## src/rtl/dmem_pkg.sv

```systemverilog
// Shared types and defaults for the data-memory arbiter.
package dmem_pkg;

  localparam int DMEM_AW    = 4;
  localparam int DMEM_DW    = 16;
  localparam int DMEM_DEPTH = 10;

  typedef enum logic [2:0] {
    IDLE    = 3'd0,
    LD_WR   = 3'd1,
    CPU_WR  = 3'd2,
    CPU_RD  = 3'd3,
    CPU_RSP = 3'd4
  } dmem_state_e;

  typedef enum logic [1:0] {
    RID_NONE = 2'd0,
    RID_LD   = 2'd1,
    RID_CPU  = 2'd2
  } dmem_rid_e;

endpackage

```

## src/rtl/dmem_arbiter.sv

```systemverilog
// Arbitrates the boot loader and the CPU MEM stage onto one memory port.
// Define DMEM_ARB_RR_EN for round-robin arbitration instead of loader-first priority.
module dmem_arbiter
  import dmem_pkg::*;
#(
  parameter int AW    = DMEM_AW,
  parameter int DW    = DMEM_DW,
  parameter int DEPTH = DMEM_DEPTH
) (
  input  logic          clk,
  input  logic          clr,
  input  logic          ld_req,
  input  logic [AW-1:0] ld_addr,
  input  logic [DW-1:0] ld_wdata,
  input  logic          cpu_req,
  input  logic          cpu_we,
  input  logic [AW-1:0] cpu_addr,
  input  logic [DW-1:0] cpu_wdata,
  input  logic [DW-1:0] mem_rdata,
  output logic          ld_gnt,
  output logic          cpu_gnt,
  output logic [DW-1:0] cpu_rdata,
  output logic          cpu_rvalid,
  output logic          mem_we,
  output logic [AW-1:0] mem_addr,
  output logic [DW-1:0] mem_wdata,
  output logic [AW-1:0] load_cnt,
  output logic          load_done
);

  dmem_state_e state_r;
  dmem_state_e state_nxt_s;
  dmem_rid_e   grant_s;
  logic        ld_ok_s;

  function automatic logic in_range(input logic [AW-1:0] addr);
    return (int'(addr) < DEPTH);
  endfunction

`ifdef DMEM_ARB_RR_EN
  logic rr_ptr_r;  // 1: CPU wins the next tie

  function automatic dmem_rid_e arbitrate(input logic ld_ok, input logic cpu_ok,
                                          input logic cpu_fav);
    dmem_rid_e rid;
    if (ld_ok && cpu_ok) begin
      rid = cpu_fav ? RID_CPU : RID_LD;
    end else if (ld_ok) begin
      rid = RID_LD;
    end else if (cpu_ok) begin
      rid = RID_CPU;
    end else begin
      rid = RID_NONE;
    end
    return rid;
  endfunction
`else
  function automatic dmem_rid_e arbitrate(input logic ld_ok, input logic cpu_ok);
    dmem_rid_e rid;
    if (ld_ok) begin
      rid = RID_LD;
    end else if (cpu_ok) begin
      rid = RID_CPU;
    end else begin
      rid = RID_NONE;
    end
    return rid;
  endfunction
`endif

  // Loader is locked out once the image is complete.
  assign ld_ok_s = ld_req && !load_done;

  // Next-state decode; requests are only looked at from IDLE.
  always_comb begin
    state_nxt_s = state_r;
    grant_s     = RID_NONE;
    if (state_r == IDLE) begin
`ifdef DMEM_ARB_RR_EN
      grant_s = arbitrate(ld_ok_s, cpu_req, rr_ptr_r);
`else
      grant_s = arbitrate(ld_ok_s, cpu_req);
`endif
    end else begin
      grant_s = RID_NONE;
    end
    case (state_r)
      IDLE: begin
        case (grant_s)
          RID_LD:  state_nxt_s = LD_WR;
          RID_CPU: state_nxt_s = cpu_we ? CPU_WR : CPU_RD;
          default: state_nxt_s = IDLE;
        endcase
      end
      LD_WR:   state_nxt_s = IDLE;
      CPU_WR:  state_nxt_s = IDLE;
      CPU_RD:  state_nxt_s = CPU_RSP;
      CPU_RSP: state_nxt_s = IDLE;
      default: state_nxt_s = IDLE;
    endcase
  end

  // FSM state register.
  always_ff @(posedge clk or posedge clr) begin
    if (clr) begin
      state_r <= IDLE;
    end else begin
      state_r <= state_nxt_s;
    end
  end

`ifdef DMEM_ARB_RR_EN
  // Round-robin pointer: favour whoever was not granted last.
  always_ff @(posedge clk or posedge clr) begin
    if (clr) begin
      rr_ptr_r <= 1'b0;
    end else if (grant_s == RID_LD) begin
      rr_ptr_r <= 1'b1;
    end else if (grant_s == RID_CPU) begin
      rr_ptr_r <= 1'b0;
    end else begin
      rr_ptr_r <= rr_ptr_r;
    end
  end
`endif

  // Registered handshakes and memory port; the port regs double as the payload latch.
  always_ff @(posedge clk or posedge clr) begin
    if (clr) begin
      ld_gnt     <= 1'b0;
      cpu_gnt    <= 1'b0;
      cpu_rvalid <= 1'b0;
      cpu_rdata  <= {DW{1'b0}};
      mem_we     <= 1'b0;
      mem_addr   <= {AW{1'b0}};
      mem_wdata  <= {DW{1'b0}};
    end else begin
      ld_gnt     <= (state_nxt_s == LD_WR);
      cpu_gnt    <= (state_nxt_s == CPU_WR) || (state_nxt_s == CPU_RD);
      cpu_rvalid <= (state_nxt_s == CPU_RSP);
      if (grant_s == RID_LD) begin
        mem_addr  <= ld_addr;
        mem_wdata <= ld_wdata;
        mem_we    <= in_range(ld_addr);
      end else if (grant_s == RID_CPU) begin
        mem_addr  <= cpu_addr;
        mem_wdata <= cpu_wdata;
        mem_we    <= cpu_we && in_range(cpu_addr);
      end else begin
        mem_we    <= 1'b0;
      end
      // Out-of-range reads return zero rather than whatever the array drives.
      if (state_r == CPU_RD) begin
        cpu_rdata <= in_range(mem_addr) ? mem_rdata : {DW{1'b0}};
      end else begin
        cpu_rdata <= cpu_rdata;
      end
    end
  end

  // Loader progress: count grants up to DEPTH, done flag follows one cycle later.
  always_ff @(posedge clk or posedge clr) begin
    if (clr) begin
      load_cnt  <= {AW{1'b0}};
      load_done <= 1'b0;
    end else begin
      if (ld_gnt && (load_cnt != AW'(DEPTH))) begin
        load_cnt <= load_cnt + {{(AW-1){1'b0}}, 1'b1};
      end else begin
        load_cnt <= load_cnt;
      end
      load_done <= load_done || (load_cnt == AW'(DEPTH));
    end
  end

endmodule

```

## config.mk

```make
export PLATFORM = sky130hd
export DESIGN_NAME = dmem_arbiter
export DESIGN_NICKNAME = d
export VERILOG_FILES = /design/src/rtl/dmem_pkg.sv /design/src/rtl/dmem_arbiter.sv
export SDC_FILE = /design/constraint.sdc
export NUM_CORES = 1
export LEC_CHECK = 0
export BUFFER_PORTS_ARGS = -buffer_cell sky130_fd_sc_hd__buf_2
export CAP_MARGIN = 20
export CORE_ASPECT_RATIO = 1.2
export CORE_UTILIZATION = 46
export CTS_BUF_LIST = sky130_fd_sc_hd__clkbuf_4
export DETAILED_ROUTE_END_ITERATION = 16
export PLACE_DENSITY = 0.78
export RECOVER_POWER = 100
export SLEW_MARGIN = 20
export SYNTH_ARGS = -nofsm -noshare
export SYNTH_HDL_FRONTEND = slang
export SYNTH_SLANG_ARGS = --single-unit
```

## constraint.sdc

```tcl
create_clock -name clk -period 4.31 [get_ports clk]
set_clock_uncertainty 0.05 [all_clocks]
set_input_delay 1.293 -clock clk [delete_from_list [all_inputs] [get_ports clk]]
set_output_delay 1.293 -clock clk [all_outputs]
set_load 0.02 [all_outputs]
```

==> run_results.csv <==
group,metric,value,unit
synth,ys.flop_type,"dfrtp_1",
setup_path,crit_path_start_kind,"input port",
setup_path,cp_top_family,"buffers and inverters",
floorplanning,num_rows,26,
clock_network,cts_max_level,2,
setup_path,required,4490,ps
sta,maxSlewHeadroom,-15.2,%
grt,grt_pass1_vias,1569,
final_layout,diodes,0,
route,viasPerCell,4.94,
grt,grt_usage,18.6,%
clock_network,cts.path.max_buffers,2,
synth,syn-num-nets,240,
synth,synth_edf_count,0,
setup_path,crit_fanout,24,
sta,fmax,0.315,GHz
clock_network,numCtsBuffers,5,
sta,rsz0062_at_grt,"false",
setup_path,max_stage_delay,1100,ps
sta,maxSlewViolCount,74,
grt,grt_pass1_wl,6810,um
setup_path,end_kind,"register",
clock_network,root_buffer,"clkbuf_4",
final_layout,drive_above_1_share,25.0,%
clock_network,post_cts_buffers,0,
setup_path,critPathKind,"in2reg",
floorplanning,dieWidth,63.1,um
clock_network,post_cts_resized,0,
setup_path,critical_path.cell_chain,"buf_2 > nand2b_1 > or2_0 > clkinv_1 > ha_1 > clkbuf_1 > mux2i_1 > o21ai_0",
sta,hold_violations,0,
synth,async_flop_share,100,%
synth,synth_top_cell_by_area,"dfrtp_1",
outcome,violations,"capacitance limit, slew limit",
route,met3_length,303,um
sta,fin_crit_sh,73.6,%
route,top_layer_used,"met4",
setup_path,cp_slowest_cell,"clkbuf_1",
power_and_ir_drop,pwr_density_cell,736,mW/mm^2
final_layout,finalNetCount,344,
grt,overflow,0,
power_and_ir_drop,power.leakage,1.26,nW
route,drt_wl_total,4150,um
clock_network,cts.sinks,48,
route,wire_per_inst,12.4,um
floorplanning,start_util,48.0,%
synth,ys_top_cells_by_count,"48 x dfrtp_1, 23 x nand2_1, 23 x o21ai_0",
route,met2_length,2050,um
synth,syn-instance-count,175,
grt,antenna_found_initial,0,
clock_network,clk_latency,350,ps
power_and_ir_drop,ir_worst_vdd,335,uV
route,drtIter0Drc,47,
outcome,status,"finished, violations left",
synth,postSynthAreaPerCell,11.8,sq um
synth,ys_warn_count,0,
floorplanning,pin_count,106,
synth,ys_seq_area_share,58.2,%
synth,synth.most_common_cell,"dfrtp_1",
final_layout,area_growth,26.3,%
route,wl_met1,1760,um
synth,synth_top_area_share,58.2,%
setup_path,arrival,3350,ps
place,gp_congestion,0.761,
synth,synth_cell_types,28,
final_layout,final_cells,336,
sta,finalSetupViolCount,0,
floorplanning,chipHeight,75.4,um
clock_network,cts.clk_slew.worst_paths,130,ps
sta,tightest_slew,1730,ps
worst_hold_path,hp-class,"reg2reg",
clock_network,hold_buffers,0,
synth,syn-cell-area,0.00206,sq mm
setup_path,worstPathBufferInverterCount,3,
place,io_buffers,105,
floorplanning,die_area,0.00476,sq mm
sta,period_minus_slack,3170,ps
route,first_pass_iters,4,
grt,grt_max_degree,49,
place,place_inst,328,
floorplanning,core_area,0.00429,sq mm
route,drtAntennaViolNets,0,
place,place_hpwl,3040,um
synth,synth-seq-cells,48,
route,route.detailed.drc,0,
route,via_count,1659,
sta,totalNegativeSetupSlack,0,ps
run,cap_violations,2,
synth,synthTopCellsByArea,"dfrtp_1 58%, mux2i_1 9.7%, a22o_1 6.8%",
clock_network,tritoncts,"built",
[cell families (layout without fill, tap and decap cells)]
family                   count (synthesis)  in the layout  synth area share (%)
multiplexers                            20             20                  9.70
AO/OA/AOI/OAI                           45             45                  14.3
adder cells (fa/ha/maj)                  4              4                  2.43
AND/OR/NAND/NOR                         39             39                  10.1
XOR/XNOR                                 2              2                 0.849
buffers and inverters                   17            122                  4.43
flip-flops                              48             48                  58.2
[layout make-up]
class                           instances  area (sq um)
Fill cell                             429          1690
Sequential cell                        48          1200
Multi-Input combinational cell        110           748
Timing Repair Buffer                  107           480
Tap cell                               56          70.1
Clock inverter                          3          42.5
Clock buffer                            5          37.5
Inverter                                7          26.3
[layout by cell type, fill, tap and decap left out]
master,n
a211oi_1,1
a21o_1,1
a21oi_1,2
a22o_1,16
a31oi_1,1
and2_0,1
and2_1,1
buf_2,60
buf_4,1
bufinv_16,1
clkbuf_1,46
clkbuf_4,5
clkinv_1,1
clkinv_2,1
clkinvlp_4,1
dfrtp_1,48
ha_1,4
inv_1,6
mux2i_1,20
nand2_1,23
nand2b_1,2
nand3_1,2
nand3b_1,3
nand4_1,1
nor2_1,1
nor3_1,3
o21a_1,1
o21ai_0,23
or2_0,1
or3_4,1
xnor2_1,2
[per-layer routing]
metal	GRT usage (%)	up-vias
met5	0	-
li1	-	820
met2	33.3	72
met1	21.4	762
met3	5.99	5
met4	5.43	0
[where the power goes]
part           total, W  switching, W  internal [W]
clock network  0.000258      0.000137      0.000121
logic          0.000884      0.000570      0.000314
registers      0.000777      0.000124      0.000653
total           0.00192      0.000831       0.00109
[path summary, 6_finish.rpt]
kind                            endpoint  cells past startpoint  slack (ps)     startpoint
setup / recovery           mem_wdata[11]                      8        1140         ld_req
hold / removal             mem_wdata[13]                      2         450  mem_wdata[13]
setup reg to reg           mem_wdata[11]                      7        1350     state_r[1]
hold reg to reg            mem_wdata[13]                      2         450  mem_wdata[13]
max in group asynchronous  mem_wdata[11]                      2        1810            clr
min in group asynchronous    mem_addr[0]                      2        1420            clr
[worst register-to-register path, stage by stage (launching register included)]
cell	delay (ps)
dfrtp_1	420
or3_4	410
or2_0	260
clkinv_1	60
ha_1	130
clkbuf_1	1100
mux2i_1	290
o21ai_0	110
[sequential cells by signal, indices dropped and copies added, names as in the netlist]
name	flops
mem_wdata	16
mem_addr	4
mem_we	1
cpu_rvalid	1
load_cnt	4
cpu_gnt	1
state_r	3
load_done	1
cpu_rdata	16
ld_gnt	1
[metrics by stage]
| step | utilization, % | area [sq um] | hold slack [ps] | power [W] | setup slack [ps] |
|---|---|---|---|---|---|
| after floorplan | - | 2060 | 493 | 0.00144 | 1770 |
| after detailed placement | 60.8 | 2610 | 418 | 0.00174 | 1560 |
| after CTS | 62.6 | 2690 | 453 | 0.00200 | 1940 |
| after global routing | 60.7 | 2610 | 483 | 0.00208 | 967 |
| final | 60.7 | 2610 | 453 | 0.00192 | 1140 |
| after global placement | 60.8 | 2610 | 411 | 0.00171 | 1600 |
Power figures use the tool's default switching activity.
